$ cat src/rtl/seq_pkg.sv
`default_nettype none
// ============================================================================
// Module      : seq_pkg
// Description : Shared types and constants for the instruction sequencer:
//               FSM state encoding, opcode values and instruction field
//               positions.
// Revision    : 1.0 - initial release
// ============================================================================
package seq_pkg;

    // Sequencer control states
    typedef enum logic [1:0] {
        IDLE = 2'd0,
        RUN  = 2'd1,
        DONE = 2'd2
    } seq_state_e;

    localparam int INST_W     = 16;
    localparam int OPCODE_LSB = 0;
    localparam int OPCODE_W   = 3;

    localparam logic [OPCODE_W-1:0] OP_REGWRITE = 3'b011;
    localparam logic [OPCODE_W-1:0] OP_BRANCH   = 3'b101;

    // Extract the opcode field of an instruction word
    function automatic logic [OPCODE_W-1:0] opcode_of(input logic [INST_W-1:0] inst);
        return inst[OPCODE_LSB +: OPCODE_W];
    endfunction

endpackage : seq_pkg
`default_nettype wire

$ cat src/rtl/instr_sequencer_if.sv
`default_nettype none
// ============================================================================
// Module      : instr_sequencer_if
// Description : Instruction issue channel between the sequencer (master) and
//               the ALU/register-file datapath (slave). Carries the
//               valid/ready handshake, the instruction, its slot index and
//               the ALU zero flag returned for the presented instruction.
// Revision    : 1.0 - initial release
// ============================================================================
interface instr_sequencer_if
    import seq_pkg::*;
#(
    parameter int ADDR_W = 4
);
    logic              issue_valid;
    logic              issue_ready;
    logic [INST_W-1:0] issue_inst;
    logic [ADDR_W-1:0] issue_pc;
    logic              zero_in;

    modport master (
        output issue_valid,
        output issue_inst,
        output issue_pc,
        input  issue_ready,
        input  zero_in
    );

    modport slave (
        input  issue_valid,
        input  issue_inst,
        input  issue_pc,
        output issue_ready,
        output zero_in
    );

endinterface : instr_sequencer_if
`default_nettype wire

$ cat src/rtl/seq_prog_mem.sv
`default_nettype none
// ============================================================================
// Module      : seq_prog_mem
// Description : Program buffer: DEPTH x DATA_W register array with one
//               synchronous write port and one combinational read port.
//               Contents are intentionally not reset.
// Revision    : 1.0 - initial release
// ============================================================================
module seq_prog_mem
    import seq_pkg::*;
#(
    parameter int DEPTH  = 16,
    parameter int ADDR_W = 4,
    parameter int DATA_W = INST_W
)
(
    input  logic              clk,
    input  logic              we,
    input  logic [ADDR_W-1:0] waddr,
    input  logic [DATA_W-1:0] wdata,
    input  logic [ADDR_W-1:0] raddr,
    output logic [DATA_W-1:0] rdata
);

    logic [DATA_W-1:0] r_mem [DEPTH];

    // Write port: one word per cycle when enabled
    always_ff @(posedge clk) begin
        if (we) begin
            r_mem[waddr] <= wdata;
        end
    end

    assign rdata = r_mem[raddr];

endmodule : seq_prog_mem
`default_nettype wire

$ cat src/rtl/instr_sequencer.sv
`default_nettype none
// ============================================================================
// Module      : instr_sequencer
// Description : Program sequencer for the 4-bit ALU/register-file datapath.
//               Instructions are loaded byte-wise (low byte first) into a
//               program buffer while idle; on start the buffer is replayed
//               over a valid/ready issue channel for loop_cnt+1 passes.
//               halt_req aborts a run; done pulses for one cycle at the end.
//               Optional feature macro: SEQ_BRANCH_EN - consume opcode
//               3'b101 internally as branch-if-zero on the last issued
//               instruction's ALU zero flag.
// Revision    : 1.0 - initial release
// ============================================================================
module instr_sequencer
    import seq_pkg::*;
#(
    parameter int PROG_DEPTH = 16
)
(
    input  logic                          clk,
    input  logic                          rst,
    input  logic                          clear,
    input  logic                          load_valid,
    output logic                          load_ready,
    input  logic [7:0]                    load_byte,
    input  logic                          start,
    input  logic [7:0]                    loop_cnt,
    input  logic                          halt_req,
    instr_sequencer_if.master             iss,
    output logic [$clog2(PROG_DEPTH):0]   prog_len,
    output logic                          busy,
    output logic                          done
);

    localparam int ADDR_W = $clog2(PROG_DEPTH);
    localparam logic [ADDR_W:0] c_PROG_DEPTH = (ADDR_W+1)'(PROG_DEPTH);

    seq_state_e        r_state, w_state_nxt;
    logic [ADDR_W:0]   r_wr_ptr, w_wr_ptr_nxt;
    logic              r_phase, w_phase_nxt;
    logic [7:0]        r_lo_hold, w_lo_hold_nxt;
    logic [ADDR_W-1:0] r_pc, w_pc_nxt;
    logic [7:0]        r_loops_left, w_loops_left_nxt;

    logic              w_mem_we;
    logic [INST_W-1:0] w_mem_wdata;
    logic [INST_W-1:0] w_inst;
    logic              w_load_fire;
    logic              w_handshake;
    logic              w_advance;
    logic [ADDR_W:0]   w_pc_seq;
    logic [ADDR_W:0]   w_pc_target;

    seq_prog_mem #(
        .DEPTH  (PROG_DEPTH),
        .ADDR_W (ADDR_W),
        .DATA_W (INST_W)
    ) u_prog_mem (
        .clk   (clk),
        .we    (w_mem_we),
        .waddr (r_wr_ptr[ADDR_W-1:0]),
        .wdata (w_mem_wdata),
        .raddr (r_pc),
        .rdata (w_inst)
    );

    assign load_ready  = (r_state == IDLE) && (r_wr_ptr < c_PROG_DEPTH);
    // clear wins over a load offered in the same cycle
    assign w_load_fire = load_valid && load_ready && !clear;
    assign w_mem_wdata = {load_byte, r_lo_hold};
    assign w_pc_seq    = {1'b0, r_pc} + (ADDR_W+1)'(1);

`ifdef SEQ_BRANCH_EN
    logic r_zflag;
    logic w_is_branch;

    // Branches are never presented to the datapath; they take one RUN cycle
    assign w_is_branch     = (opcode_of(w_inst) == OP_BRANCH);
    assign iss.issue_valid = (r_state == RUN) && !w_is_branch;
    assign w_pc_target     = (w_is_branch && r_zflag) ?
                             {1'b0, w_inst[INST_W-1 -: ADDR_W]} : w_pc_seq;
    assign w_advance       = w_handshake || ((r_state == RUN) && w_is_branch);

    // Zero flag of the most recently accepted instruction
    always_ff @(posedge clk) begin
        if (rst) begin
            r_zflag <= 1'b0;
        end else if (w_handshake) begin
            r_zflag <= iss.zero_in;
        end
    end
`else
    logic w_unused_zero;

    assign iss.issue_valid = (r_state == RUN);
    assign w_pc_target     = w_pc_seq;
    assign w_advance       = w_handshake;
    assign w_unused_zero   = iss.zero_in;
`endif

    assign w_handshake    = iss.issue_valid && iss.issue_ready;
    // pc only moves on advance, so inst/pc stay stable while ready is low
    assign iss.issue_inst = (r_state == RUN) ? w_inst : '0;
    assign iss.issue_pc   = (r_state == RUN) ? r_pc   : '0;

    assign prog_len = r_wr_ptr;
    assign busy     = (r_state != IDLE);
    assign done     = (r_state == DONE);

    // State, pointer and loop-counter registers
    always_ff @(posedge clk) begin
        if (rst) begin
            r_state      <= IDLE;
            r_wr_ptr     <= '0;
            r_phase      <= 1'b0;
            r_lo_hold    <= '0;
            r_pc         <= '0;
            r_loops_left <= '0;
        end else begin
            r_state      <= w_state_nxt;
            r_wr_ptr     <= w_wr_ptr_nxt;
            r_phase      <= w_phase_nxt;
            r_lo_hold    <= w_lo_hold_nxt;
            r_pc         <= w_pc_nxt;
            r_loops_left <= w_loops_left_nxt;
        end
    end

    // Next-state: byte loading and start while idle, issue sequencing in RUN
    always_comb begin
        w_state_nxt      = r_state;
        w_wr_ptr_nxt     = r_wr_ptr;
        w_phase_nxt      = r_phase;
        w_lo_hold_nxt    = r_lo_hold;
        w_pc_nxt         = r_pc;
        w_loops_left_nxt = r_loops_left;
        w_mem_we         = 1'b0;

        case (r_state)
            IDLE: begin
                if (clear) begin
                    w_wr_ptr_nxt = '0;
                    w_phase_nxt  = 1'b0;
                end else if (w_load_fire) begin
                    if (!r_phase) begin
                        w_lo_hold_nxt = load_byte;
                        w_phase_nxt   = 1'b1;
                    end else begin
                        w_mem_we     = 1'b1;
                        w_wr_ptr_nxt = r_wr_ptr + (ADDR_W+1)'(1);
                        w_phase_nxt  = 1'b0;
                    end
                end
                // A half-loaded word blocks start
                if (start && !r_phase) begin
                    w_pc_nxt         = '0;
                    w_loops_left_nxt = loop_cnt;
                    w_state_nxt      = (r_wr_ptr == '0) ? DONE : RUN;
                end
            end

            RUN: begin
                // Abort beats end-of-pass wrap; a same-cycle handshake still completes
                if (halt_req) begin
                    w_state_nxt = DONE;
                end else if (w_advance) begin
                    if (w_pc_target >= r_wr_ptr) begin
                        if (r_loops_left == 8'd0) begin
                            w_state_nxt = DONE;
                        end else begin
                            w_loops_left_nxt = r_loops_left - 8'd1;
                            w_pc_nxt         = '0;
                        end
                    end else begin
                        w_pc_nxt = w_pc_target[ADDR_W-1:0];
                    end
                end
            end

            DONE: begin
                w_state_nxt = IDLE;
            end

            default: begin
                w_state_nxt = IDLE;
            end
        endcase
    end

endmodule : instr_sequencer
`default_nettype wire

$ cat src/flat_wrapper.sv
// flat-port wrapper written by rule: the top's interface ports become plain ports
module instr_sequencer_flat import seq_pkg::*;
#(
    parameter int PROG_DEPTH = 16
)
  (clk, rst, clear, load_valid, load_ready, load_byte, start, loop_cnt, halt_req, prog_len, busy, done, iss_issue_valid, iss_issue_inst, iss_issue_pc, iss_issue_ready, iss_zero_in);
  instr_sequencer_if #(.ADDR_W((4))) iss_i ();
  input  logic clk;
  input  logic rst;
  input  logic clear;
  input  logic load_valid;
  output logic load_ready;
  input  logic [7:0] load_byte;
  input  logic start;
  input  logic [7:0] loop_cnt;
  input  logic halt_req;
  output logic [$clog2(PROG_DEPTH):0] prog_len;
  output logic busy;
  output logic done;
  output wire logic [$bits(iss_i.issue_valid)-1:0] iss_issue_valid;
  output wire logic [$bits(iss_i.issue_inst)-1:0] iss_issue_inst;
  output wire logic [$bits(iss_i.issue_pc)-1:0] iss_issue_pc;
  input wire logic [$bits(iss_i.issue_ready)-1:0] iss_issue_ready;
  input wire logic [$bits(iss_i.zero_in)-1:0] iss_zero_in;
  assign iss_issue_valid = iss_i.issue_valid;
  assign iss_issue_inst = iss_i.issue_inst;
  assign iss_issue_pc = iss_i.issue_pc;
  assign iss_i.issue_ready = iss_issue_ready;
  assign iss_i.zero_in = iss_zero_in;
  instr_sequencer #(.PROG_DEPTH(PROG_DEPTH)) u_core (.clk(clk), .rst(rst), .clear(clear), .load_valid(load_valid), .load_ready(load_ready), .load_byte(load_byte), .start(start), .loop_cnt(loop_cnt), .halt_req(halt_req), .iss(iss_i), .prog_len(prog_len), .busy(busy), .done(done));
endmodule
$ cat config.mk
export PLATFORM = sky130hd
export DESIGN_NAME = instr_sequencer_flat
export DESIGN_NICKNAME = d
export VERILOG_FILES = /design/src/rtl/seq_pkg.sv /design/src/rtl/instr_sequencer_if.sv /design/src/rtl/seq_prog_mem.sv /design/src/rtl/instr_sequencer.sv /design/src/flat_wrapper.sv
export SDC_FILE = /design/constraint.sdc
export NUM_CORES = 1
export LEC_CHECK = 0
export BUFFER_PORTS_ARGS = -buffer_cell sky130_fd_sc_hd__clkbuf_2
export CAP_MARGIN = 40
export CORE_MARGIN = 4
export CORE_UTILIZATION = 43
export CTS_BUF_LIST = sky130_fd_sc_hd__clkbuf_4 sky130_fd_sc_hd__clkbuf_8
export DETAILED_ROUTE_END_ITERATION = 6
export PLACE_DENSITY = 0.58
export SETUP_SLACK_MARGIN = 0.3
export SLEW_MARGIN = 30
export SYNTH_ARGS = -nofsm -noshare
export SYNTH_HDL_FRONTEND = slang
export SYNTH_SLANG_ARGS = --single-unit
$ cat constraint.sdc
create_clock -name clk -period 3.4 [get_ports clk]
set_clock_uncertainty 0.2 [all_clocks]
set_input_delay 0.34 -clock clk [delete_from_list [all_inputs] [get_ports clk]]
set_output_delay 0.34 -clock clk [all_outputs]
set_load 0.02 [all_outputs]
==> impl_metrics.json <==
{
  "outcome": "complete, no violations",
  "antenna_left": 0,
  "yosysTopAreaCell": "edfxtp_1",
  "grt-busiest-layer": "met2",
  "antenna_found_initial": 0,
  "antennaDiodeCount": 0,
  "drv_slew": 0,
  "cts_max_path_buffers": 3,
  "dr.pass1.iters": 4,
  "fin_ws_ns": 0.432,
  "core-area_um2": 27000,
  "drc": 0,
  "vias": 6707,
  "gp_congestion": 0.877,
  "cts.sinks": 288,
  "rsz0062_at_grt": "true",
  "grtUsageTotal": 0.172,
  "swShare": 0.217,
  "ff_latch_area_um2": 8340,
  "async_flop_share": 0,
  "cts_root_buf": "clkbuf_8",
  "seqPwrFrac": 0.527,
  "min_path_type": "input pin to register",
  "grt_pass1_vias": 6940,
  "clk_latency_ns": 0.55,
  "crit_type": "register to register",
  "post_drt_wl_per_cell_um": 22.4,
  "power_frac_comb": 0.051,
  "yosys-top-cells-area": "edfxtp_1 65%, mux4_2 7.5%, dfxtp_1 5.5%",
  "drt_iter0_drc": 531,
  "synthFlopType": "edfxtp_1",
  "use_met1": 0.236,
  "cts_buffers": 47,
  "grt_use_met2": 0.282,
  "synth_warnings": 0,
  "avgSynthCellArea_um2": 16.7,
  "ys_ff_latch": 288,
  "final_cell_mix": "256 x edfxtp_1, 54 x mux2i_1, 51 x clkbuf_2",
  "maxCapViolCount": 0,
  "die_y_um": 173,
  "vias_per_cell": 5.66,
  "met3_usage": 0.0329,
  "synth_cell_type_count": 54,
  "htree_levels": 2,
  "switchingPower_w": 0.00162,
  "fin_crit_ns": 2.97,
  "area_delta_synth_final_pct": 17.4,
  "worstPathMaxFanout": 7,
  "place_ws_ns": 0.312,
  "multi_input_area_um2": 3270,
  "placed_cells": 1090,
  "post_cts_buffers": 0,
  "p_per_area_nw_per_um2": 542,
  "fillers": 2199,
  "setup_violations": 0,
  "synth_edf_count": 256,
  "gr-total-overflow": 0,
  "fin_nets": 841,
  "fmax_ghz": 0.337,
  "fin_crit_sh": 0.873,
  "wl_mm": 26.5,
  "final_hold_viol_count": 0,
  "synth_area_um2": 11700,
  "p_leak_nw": 4.56,
  "worst_pin_slew_ns": 0.754,
  "whs_ns": 0.0445,
  "final_common_cell": "edfxtp_1",
  "grt_pass1_wl_mm": 40.2,
  "ir_drop_uv": 261,
  "cts_tree": "yes",
  "portBuffers": 51,
  "p_int_w": 0.00585,
  "final_cells": 1185,
  "worstPathRequired_ns": 3.66,
  "yosysTopAreaCellShare": 0.654,
  "io_pins": 53,
  "startpoint_type": "register",
  "syn_inst": 705,
  "fin_tns_setup_ns": 0,
  "grt_max_degree": 64,
  "fp-row-count": 60,
  "yosysSeqAreaShare": 0.709,
  "path_clk_slew_ns": 0.06,
  "start_util": 0.436,
  "hpwl_mm": 15.6,
  "end_kind": "register",
  "drive_above_1_share": 0.289,
  "dieArea_um2": 30000,
  "slew_headroom": 0.497,
  "cp_data_arrival_time_ns": 3.22,
  "syn_nets": 740,
  "die_x_um": 173,
  "clkPwrFrac": 0.422
}
[power by group through the flow]
stage | registers [W] | clock network (W) | logic, W
after floorplan | 0.00399 | 0 | 0.000247
after detailed placement | 0.00401 | 0 | 0.000369
final | 0.00394 | 0.00315 | 0.000381
after global placement | 0.00400 | 0 | 0.000357
after global routing | 0.00394 | 0.00340 | 0.000414
after CTS | 0.00393 | 0.00323 | 0.000379
[cell families after synthesis]
kind of cell / count (synthesis) / share of synthesized area
XOR/XNOR: 5 / 0.00373
AO/OA/AOI/OAI: 97 / 0.0602
AND/OR/NAND/NOR: 146 / 0.0587
flip-flops: 288 / 0.709
buffers and inverters: 47 / 0.0184
adder cells (fa/ha/maj): 11 / 0.0117
multiplexers: 111 / 0.138
[stage by stage]
step                power (W)  cell area, um^2   util
finish                0.00747            13800  0.512
global route          0.00775            13800  0.512
CTS                   0.00755            13700  0.509
detailed placement    0.00438            12700  0.469
global placement      0.00436            12600  0.469
floorplan             0.00424            11700      -
[what timing repair did]
| action | 4_1_cts | 5_1_grt |
|---|---|---|
| gates resized for setup | 3 | 11 |
| endpoints found under the setup margin | 5 | 11 |
| endpoints found under the hold margin | 17 | 0 |
| cloned | 0 | 1 |
| hold buffers | 7 | 0 |
| pin swaps | 0 | 1 |
[layer usage]
metal | vias to the layer above | routed length, um
met5 | - | 0
li1 | 3015 | -
met2 | 214 | 12900
met3 | 55 | 1380
met1 | 3423 | 11600
met4 | 0 | 632
[cells in the mapped netlist, types with 2 or more instances]
library cell / n
buf_6: 2
a21bo_2: 2
o211ai_1: 25
nor2b_1: 7
clkbuf_1: 19
nand4_1: 10
mux2i_1: 54
nor4_1: 4
a22o_1: 6
and3_1: 2
nand2_1: 51
a211oi_1: 4
a21oi_1: 15
xnor2_1: 4
a211o_1: 2
and2_1: 5
a32oi_1: 10
mux2_2: 17
dfxtp_1: 32
buf_4: 2
nand2b_1: 4
nor2_1: 36
nor3_1: 8
buf_2: 10
ha_1: 11
inv_1: 12
edfxtp_1: 256
mux4_2: 39
o211a_1: 2
a31o_2: 3
nand3_1: 9
o21ai_0: 20
[registers in the layout, summed over array words and instances, names as in the netlist, named ones only]
register	flops
u_core.r_loops_left	8
u_core.r_state	2
u_core.r_lo_hold	8
u_core.u_prog_mem.r_mem	256
u_core.prog_len	5
u_core.r_pc	4
u_core.r_phase	1
[path summary, 6_finish.rpt]
path	start	to	slack, ns	cells after the start
max	u_core.r_pc[0]$_SDFFE_PP0P_	u_core.r_loops_left[2]$_SDFFE_PP0P_	0.43	10
min	load_byte[3]	u_core.u_prog_mem.r_mem[4][11]$_DFFE_PP_	0.04	1
max reg2reg	u_core.r_pc[0]$_SDFFE_PP0P_	u_core.r_loops_left[2]$_SDFFE_PP0P_	0.43	10
min reg2reg	u_core.r_state[1]$_SDFFE_PP0P_	u_core.r_state[1]$_SDFFE_PP0P_	0.32	1
[cell type report]
cell class,instances,share of cell area
flip-flops and latches,288,0.605
repair buffers,86,0.0505
inverters,13,0.00445
well taps,341,0.0309
clock buffers,59,0.0544
clock inverters,28,0.0179
multi-input cells,370,0.237
[critical path, cell delays in order, from the launching register on]
cell and delay, ns:
dfxtp_1 0.37, ha_1 0.24, nor2b_1 0.14, or2_2 0.28, ha_1 0.31, a21o_1 0.13, a31oi_2 0.05, o211a_2 0.33
or2_1 0.34, buf_4 0.20, o41ai_4 0.31
Power figures use the tool's default switching activity.
